===== src/rtl/mem_stage.sv =====
`default_nettype none
//==============================================================================
// Module      : mem_stage
// Description : Memory-access pipeline stage. Holds one instruction from the
//               execute stage, waits for the load response if it is a load,
//               extracts and extends the addressed byte/halfword/word, and
//               hands the result to the write-back stage. Also drives bypass
//               and hazard information back to the decode stage.
// Options     : MS_FWD_EN - when defined, ms_to_ds_fwd_bus carries live
//               forwarding information; when undefined it is tied to zero.
// Revision    : 1.0 - initial release
//==============================================================================

`ifndef ES_TO_MS_BUS_WD
`define ES_TO_MS_BUS_WD 74
`endif
`ifndef MS_TO_WS_BUS_WD
`define MS_TO_WS_BUS_WD 70
`endif
`ifndef MS_TO_DS_FWD_BUS_WD
`define MS_TO_DS_FWD_BUS_WD 39
`endif

module mem_stage (
    input  logic                            clk,
    input  logic                            reset,
    input  logic                            ws_allowin,
    output logic                            ms_allowin,
    input  logic                            es_to_ms_valid,
    input  logic [`ES_TO_MS_BUS_WD-1:0]     es_to_ms_bus,
    input  logic                            data_sram_data_ok,
    input  logic [31:0]                     data_sram_rdata,
    output logic                            ms_to_ws_valid,
    output logic [`MS_TO_WS_BUS_WD-1:0]     ms_to_ws_bus,
    output logic [`MS_TO_DS_FWD_BUS_WD-1:0] ms_to_ds_fwd_bus
);

    // Stage occupancy: EMPTY (no instruction), WAIT (load awaiting its
    // response), DONE (result available, waiting for write-back to take it).
    localparam logic [1:0] c_ST_EMPTY = 2'd0;
    localparam logic [1:0] c_ST_WAIT  = 2'd1;
    localparam logic [1:0] c_ST_DONE  = 2'd2;

    // Position of mem_re inside the incoming execute-stage bus.
    localparam int c_MEM_RE_BIT = 41;

    // Load type encodings; anything not listed behaves as a full word.
    localparam logic [2:0] c_LT_LB  = 3'd1;
    localparam logic [2:0] c_LT_LBU = 3'd2;
    localparam logic [2:0] c_LT_LH  = 3'd3;
    localparam logic [2:0] c_LT_LHU = 3'd4;

    logic [1:0]                    r_state;
    logic [1:0]                    w_state_nxt;
    logic                          r_ms_valid;
    logic [`ES_TO_MS_BUS_WD-1:0]   r_es_bus;
    logic [31:0]                   r_load_buf;

    logic [31:0]                   w_pc;
    logic                          w_mem_re;
    logic [2:0]                    w_load_type;
    logic                          w_rf_we;
    logic [4:0]                    w_rf_waddr;
    logic [31:0]                   w_alu_result;
    logic [1:0]                    w_offset;

    logic                          w_ms_ready_go;
    logic                          w_accept;
    logic                          w_leave;
    logic                          w_in_mem_re;
    logic                          w_resp_taken;
    logic [31:0]                   w_load_word;
    logic [7:0]                    w_byte;
    logic [15:0]                   w_half;
    logic [31:0]                   w_load_data;
    logic [31:0]                   w_rf_wdata;

    assign {w_pc, w_mem_re, w_load_type, w_rf_we, w_rf_waddr, w_alu_result} = r_es_bus;
    assign w_offset    = w_alu_result[1:0];
    assign w_in_mem_re = es_to_ms_bus[c_MEM_RE_BIT];

    // A response only counts while a load is actually outstanding; responses
    // seen in EMPTY or DONE are stray and are dropped.
    assign w_resp_taken = (r_state == c_ST_WAIT) && data_sram_data_ok;

    // The result is ready in DONE, or in WAIT on the response cycle so the
    // load can leave without an extra bubble.
    assign w_ms_ready_go = (r_state == c_ST_DONE) || w_resp_taken;

    assign ms_allowin     = !r_ms_valid || (w_ms_ready_go && ws_allowin);
    assign ms_to_ws_valid = r_ms_valid && w_ms_ready_go;
    assign w_accept       = ms_allowin && es_to_ms_valid;
    assign w_leave        = r_ms_valid && w_ms_ready_go && ws_allowin;

    // Next-state selection: a new accept overrides everything, otherwise the
    // current instruction either leaves, completes its load, or holds.
    always_comb begin
        w_state_nxt = r_state;
        case (r_state)
            c_ST_EMPTY: begin
                if (w_accept) begin
                    w_state_nxt = w_in_mem_re ? c_ST_WAIT : c_ST_DONE;
                end
            end
            c_ST_WAIT, c_ST_DONE: begin
                if (w_accept) begin
                    w_state_nxt = w_in_mem_re ? c_ST_WAIT : c_ST_DONE;
                end else if (w_leave) begin
                    w_state_nxt = c_ST_EMPTY;
                end else if (w_resp_taken) begin
                    w_state_nxt = c_ST_DONE;
                end
            end
            default: begin
                w_state_nxt = c_ST_EMPTY;
            end
        endcase
    end

    // State register.
    always_ff @(posedge clk or posedge reset) begin
        if (reset) begin
            r_state <= c_ST_EMPTY;
        end else begin
            r_state <= w_state_nxt;
        end
    end

    // Valid flag follows the upstream valid whenever the stage can accept.
    always_ff @(posedge clk or posedge reset) begin
        if (reset) begin
            r_ms_valid <= 1'b0;
        end else if (ms_allowin) begin
            r_ms_valid <= es_to_ms_valid;
        end
    end

    // Payload register captures only real accepts.
    always_ff @(posedge clk or posedge reset) begin
        if (reset) begin
            r_es_bus <= '0;
        end else if (w_accept) begin
            r_es_bus <= es_to_ms_bus;
        end
    end

    // Load buffer keeps the response while write-back back-pressures us.
    always_ff @(posedge clk or posedge reset) begin
        if (reset) begin
            r_load_buf <= 32'h0;
        end else if (w_resp_taken) begin
            r_load_buf <= data_sram_rdata;
        end
    end

    // In WAIT the live response is used directly; afterwards the buffer.
    assign w_load_word = (r_state == c_ST_WAIT) ? data_sram_rdata : r_load_buf;

    // Byte/halfword selection by address offset and sign/zero extension.
    always_comb begin
        w_byte = w_load_word[7:0];
        case (w_offset)
            2'd0:    w_byte = w_load_word[7:0];
            2'd1:    w_byte = w_load_word[15:8];
            2'd2:    w_byte = w_load_word[23:16];
            default: w_byte = w_load_word[31:24];
        endcase
        w_half = w_offset[1] ? w_load_word[31:16] : w_load_word[15:0];
        case (w_load_type)
            c_LT_LB:  w_load_data = {{24{w_byte[7]}}, w_byte};
            c_LT_LBU: w_load_data = {24'h0, w_byte};
            c_LT_LH:  w_load_data = {{16{w_half[15]}}, w_half};
            c_LT_LHU: w_load_data = {16'h0, w_half};
            default:  w_load_data = w_load_word;
        endcase
    end

    assign w_rf_wdata   = w_mem_re ? w_load_data : w_alu_result;
    assign ms_to_ws_bus = {w_pc, w_rf_we, w_rf_waddr, w_rf_wdata};

`ifdef MS_FWD_EN
    // Bypass info: fwd_ready low means the decode stage must stall on a
    // dependence because the load value is not yet available.
    assign ms_to_ds_fwd_bus = {r_ms_valid && w_rf_we, w_ms_ready_go, w_rf_waddr, w_rf_wdata};
`else
    assign ms_to_ds_fwd_bus = '0;
`endif

endmodule

`default_nettype wire

===== config.mk =====
export PLATFORM = sky130hd
export DESIGN_NAME = mem_stage
export DESIGN_NICKNAME = d
export VERILOG_FILES = /design/src/rtl/mem_stage.sv
export SDC_FILE = /design/constraint.sdc
export NUM_CORES = 1
export LEC_CHECK = 0
export ABC_CLOCK_PERIOD_IN_PS = 6900
export CAP_MARGIN = 10
export CORE_MARGIN = 5
export CORE_UTILIZATION = 49
export DETAILED_ROUTE_END_ITERATION = 16
export MAX_ROUTING_LAYER = met4
export PLACE_DENSITY = 0.87
export SYNTH_ARGS = -nofsm -noshare
export SYNTH_HDL_FRONTEND = slang
export SYNTH_SLANG_ARGS = --single-unit
export TNS_END_PERCENT = 1

===== constraint.sdc =====
create_clock -name clk -period 6.9 [get_ports clk]
set_clock_uncertainty 0.05 [all_clocks]
set_input_delay 1.38 -clock clk [delete_from_list [all_inputs] [get_ports clk]]
set_output_delay 1.38 -clock clk [all_outputs]
set_load 0.05 [all_outputs]

==> metrics list <==
- The run finished with clean final reports.
* Top library cells by usage in the layout, fill and taps aside: 182 x sky130_fd_sc_hd__clkdlybuf4s50_1, 121 x sky130_fd_sc_hd__mux2_2, 108 x sky130_fd_sc_hd__dfrtp_1, 39 x sky130_fd_sc_hd__conb_1, 34 x sky130_fd_sc_hd__nor2_1
- Post-synthesis cell type count: 45
* Total non-filler cell area in the finished layout: 7920 um^2
* Data arrival time of the worst path: 4.45 ns
* Register clock-pin slew on the reported worst setup and hold paths: 0.08 ns
* Global-route wire length before repair: 25,500 um
* Number of standard cells after synthesis: 530
- Leftover overflow at the end of global routing: 0
- In the synthesized netlist the async set-or-reset flop fraction comes to 1.00.
- Kind of path behind the tightest hold check: register to register
- Share of synthesized area occupied by flip-flops and latches: 0.445
* Crit-path cells: inv_1 > ha_1 > mux2i_1 > mux4_2 > a2111oi_4 > o21bai_1 > clkdlybuf4s50_1
- The root buffer cell chosen for the clock tree is sky130_fd_sc_hd__clkbuf_16.
- Transition at the pin with the smallest max-transition slack: 1.05 ns
* Row count: 40
* Starting utilization of the core area: 0.506
- Detailed Place HPWL: 12,300 um
* Delay of the slowest cell on the worst path: 0.86 ns
* Sum of negative setup slack: 0 ns
- For this run, the total global-route usage over all layers was measured as 0.230.
- Die area: 14,800 um^2
* FMAX: 170 MHz
* YS warnings: 0
- In this run, the number of DRC markers left after iteration 0 of detailed routing was 284.
* Critical path type: register to output pin
- The clock tree synthesis step divided the H-tree into 3 levels.
- The total area inside the core boundary comes to 12,100 um^2.
* Total via count in the routed design: 4,448
- Via density: 5.36
- The most used flip-flop cell after synthesis is sky130_fd_sc_hd__dfrtp_1.
- In this run the cell area of the synthesized design comes to 6120 um^2.
* Slew margin rel.: 0.303
- Buffer levels on the longest clock path: 2
- For this design, the CTS-stage hold fixing added 0 buffers.
- Die Span X: 122 um
- In the final layout, the share of cells above drive strength 1 is 0.236.
* Number of buffers created by CTS: 9
* Area after detailed placement: 7610 um^2
- Clock sink count: 109
- TritonCTS built the clock tree.
- Kind of end point of the critical path: output pin
- Remaining routing DRC violations: 0
- Number of max-slew violations in the final report: 0
- Detailed-route wire length: 16,500 um
* Post-synthesis register bit count: 109
* Average detailed-routed wire length per instance: 19.8 um
* Maximum fanout along the worst path: 19
- Number of nets in the finished design: 771
- Detailed-routing iteration count for the pre-antenna-repair pass: 5
* Data required, critical path: 5.47 ns
* Routability congestion estimate from global placement: 0.860
* Finish-stage setup viols: 0
- Ports: 222
* P&R area growth vs syn: 29.3%
* Maximum number of pins on one net before global-route repair: 78
- In this run the vertical extent of the chip is 122 um.
- Leaving out fill and tap cells, the most frequent cell in the layout is sky130_fd_sc_hd__clkdlybuf4s50_1.
* # fillers: 933
- Setup repair after global routing left no endpoint under its margin.
- Vias in the first global route: 4,797
- During placement, the flow inserted port buffers numbering 182.
* Antenna violations before repair: 1
- Tcrit/Tclk final: 0.853
- At the end of the flow the core is filled with cells to 0.654.
* Clk_lat worst skew: 0.35 ns
* Worst setup SP type: register
- Mapped Avg Cell Area: 11.6 um^2
- The number of hold violations in the final report was 0.
* Maximum capacitance violations: 0
- Post-route minimum period: 5.88 ns
* Number of nets with antenna violations after routing: 0
* Number of instances resized during post-cts repair: 0
- Once the clock tree was built, the setup fixing pass inserted 0 buffers.
* Slowest-stage cell, CP: sky130_fd_sc_hd__ha_1
- Number of synthesized flops with an enable pin: 0
## metrics by stage
stage	instances	setup WS (ns)	hold WS [ns]
2_1_floorplan	568	2.16	0.425
6_report	830	1.02	0.457
5_1_grt	830	0.860	0.471
4_1_cts	829	1.02	0.459
3_3_place_gp	813	1.11	0.435
3_5_place_dp	813	1.09	0.442
## layout make-up
class,count,area [um^2],share of cell area
Multi-Input combinational cell,340,2780,0.351
Sequential cell,109,2730,0.345
Timing Repair Buffer,186,1850,0.234
Clock buffer,9,225,0.0284
Tap cell,168,210,0.0265
Clock inverter,7,83.8,0.0106
Inverter,10,40.0,0.00506
Antenna cell,1,2.50,0.000316
## Yosys cell counts (3+ instances only)
master / count / area share
sky130_fd_sc_hd__dfrtp_1: 109 / 0.45
sky130_fd_sc_hd__nand3b_1: 3 / 0.0037
sky130_fd_sc_hd__o21a_1: 3 / 0.0037
sky130_fd_sc_hd__o221a_2: 7 / 0.013
sky130_fd_sc_hd__buf_2: 17 / 0.014
sky130_fd_sc_hd__mux2i_1: 22 / 0.036
sky130_fd_sc_hd__a21oi_1: 9 / 0.0074
sky130_fd_sc_hd__o21ai_0: 3 / 0.0025
sky130_fd_sc_hd__nand2_1: 16 / 0.0098
sky130_fd_sc_hd__o22a_1: 3 / 0.0043
sky130_fd_sc_hd__o21bai_1: 13 / 0.016
sky130_fd_sc_hd__a22oi_1: 6 / 0.0074
sky130_fd_sc_hd__ha_1: 4 / 0.0082
sky130_fd_sc_hd__clkbuf_1: 13 / 0.0080
sky130_fd_sc_hd__nor2_1: 34 / 0.021
sky130_fd_sc_hd__mux2_2: 121 / 0.22
sky130_fd_sc_hd__a31oi_1: 20 / 0.020
sky130_fd_sc_hd__inv_1: 9 / 0.0055
sky130_fd_sc_hd__o221ai_1: 4 / 0.0057
sky130_fd_sc_hd__nand2b_1: 7 / 0.0072
sky130_fd_sc_hd__buf_4: 77 / 0.094
## critical path, delay by kind of cell (launching register included)
| family | cells | cell delay (ns) |
|---|---|---|
| buf+inv | 2 | 0.98 |
| compound gates | 2 | 0.92 |
| mux | 2 | 0.91 |
| fa+ha+maj | 1 | 0.86 |
| flops | 1 | 0.41 |
## cells by family (layout without fill, tap and decap cells)
group / Yosys count / count (layout) / synth area share
other cells: 1 / 40 / 0.000612
xor+xnor: 2 / 2 / 0.00286
flops: 109 / 109 / 0.445
mux: 144 / 144 / 0.262
compound gates: 79 / 79 / 0.101
fa+ha+maj: 4 / 4 / 0.00817
simple gates: 72 / 72 / 0.0537
buf+inv: 119 / 212 / 0.126
## worst paths after layout
path | from | to | slack, ns | cells past startpoint
worst max register to register | r_state[1] | r_state[1] | 2.92 | 8
max in group asynchronous | reset | r_es_bus[41] | 4.17 | 3
min in group asynchronous | reset | r_es_bus[54] | 1.49 | 2
worst max-delay path | r_state[1] | ms_to_ws_bus[14] | 1.02 | 7
worst min register to register | r_es_bus[67] | r_es_bus[67] | 0.46 | 1
worst min-delay path | r_es_bus[67] | r_es_bus[67] | 0.46 | 1
## routing by layer
layer  vias to the layer above  GRT usage  share of wire
met4                         0     0.0784          0.021
met5                         -          -              0
met2                       225      0.389           0.50
met3                        35     0.0585          0.092
li1                       2022          -              -
met1                      2166      0.268           0.39
## state kept, by name, summed over array words and instances, names as in the netlist
register    cells
r_state         2
r_load_buf     32
r_ms_valid      1
r_es_bus       74
Power is left out: the tool's default activity adds up to more than one toggle a clock period on the data nets, which glitch-free logic cannot reach.
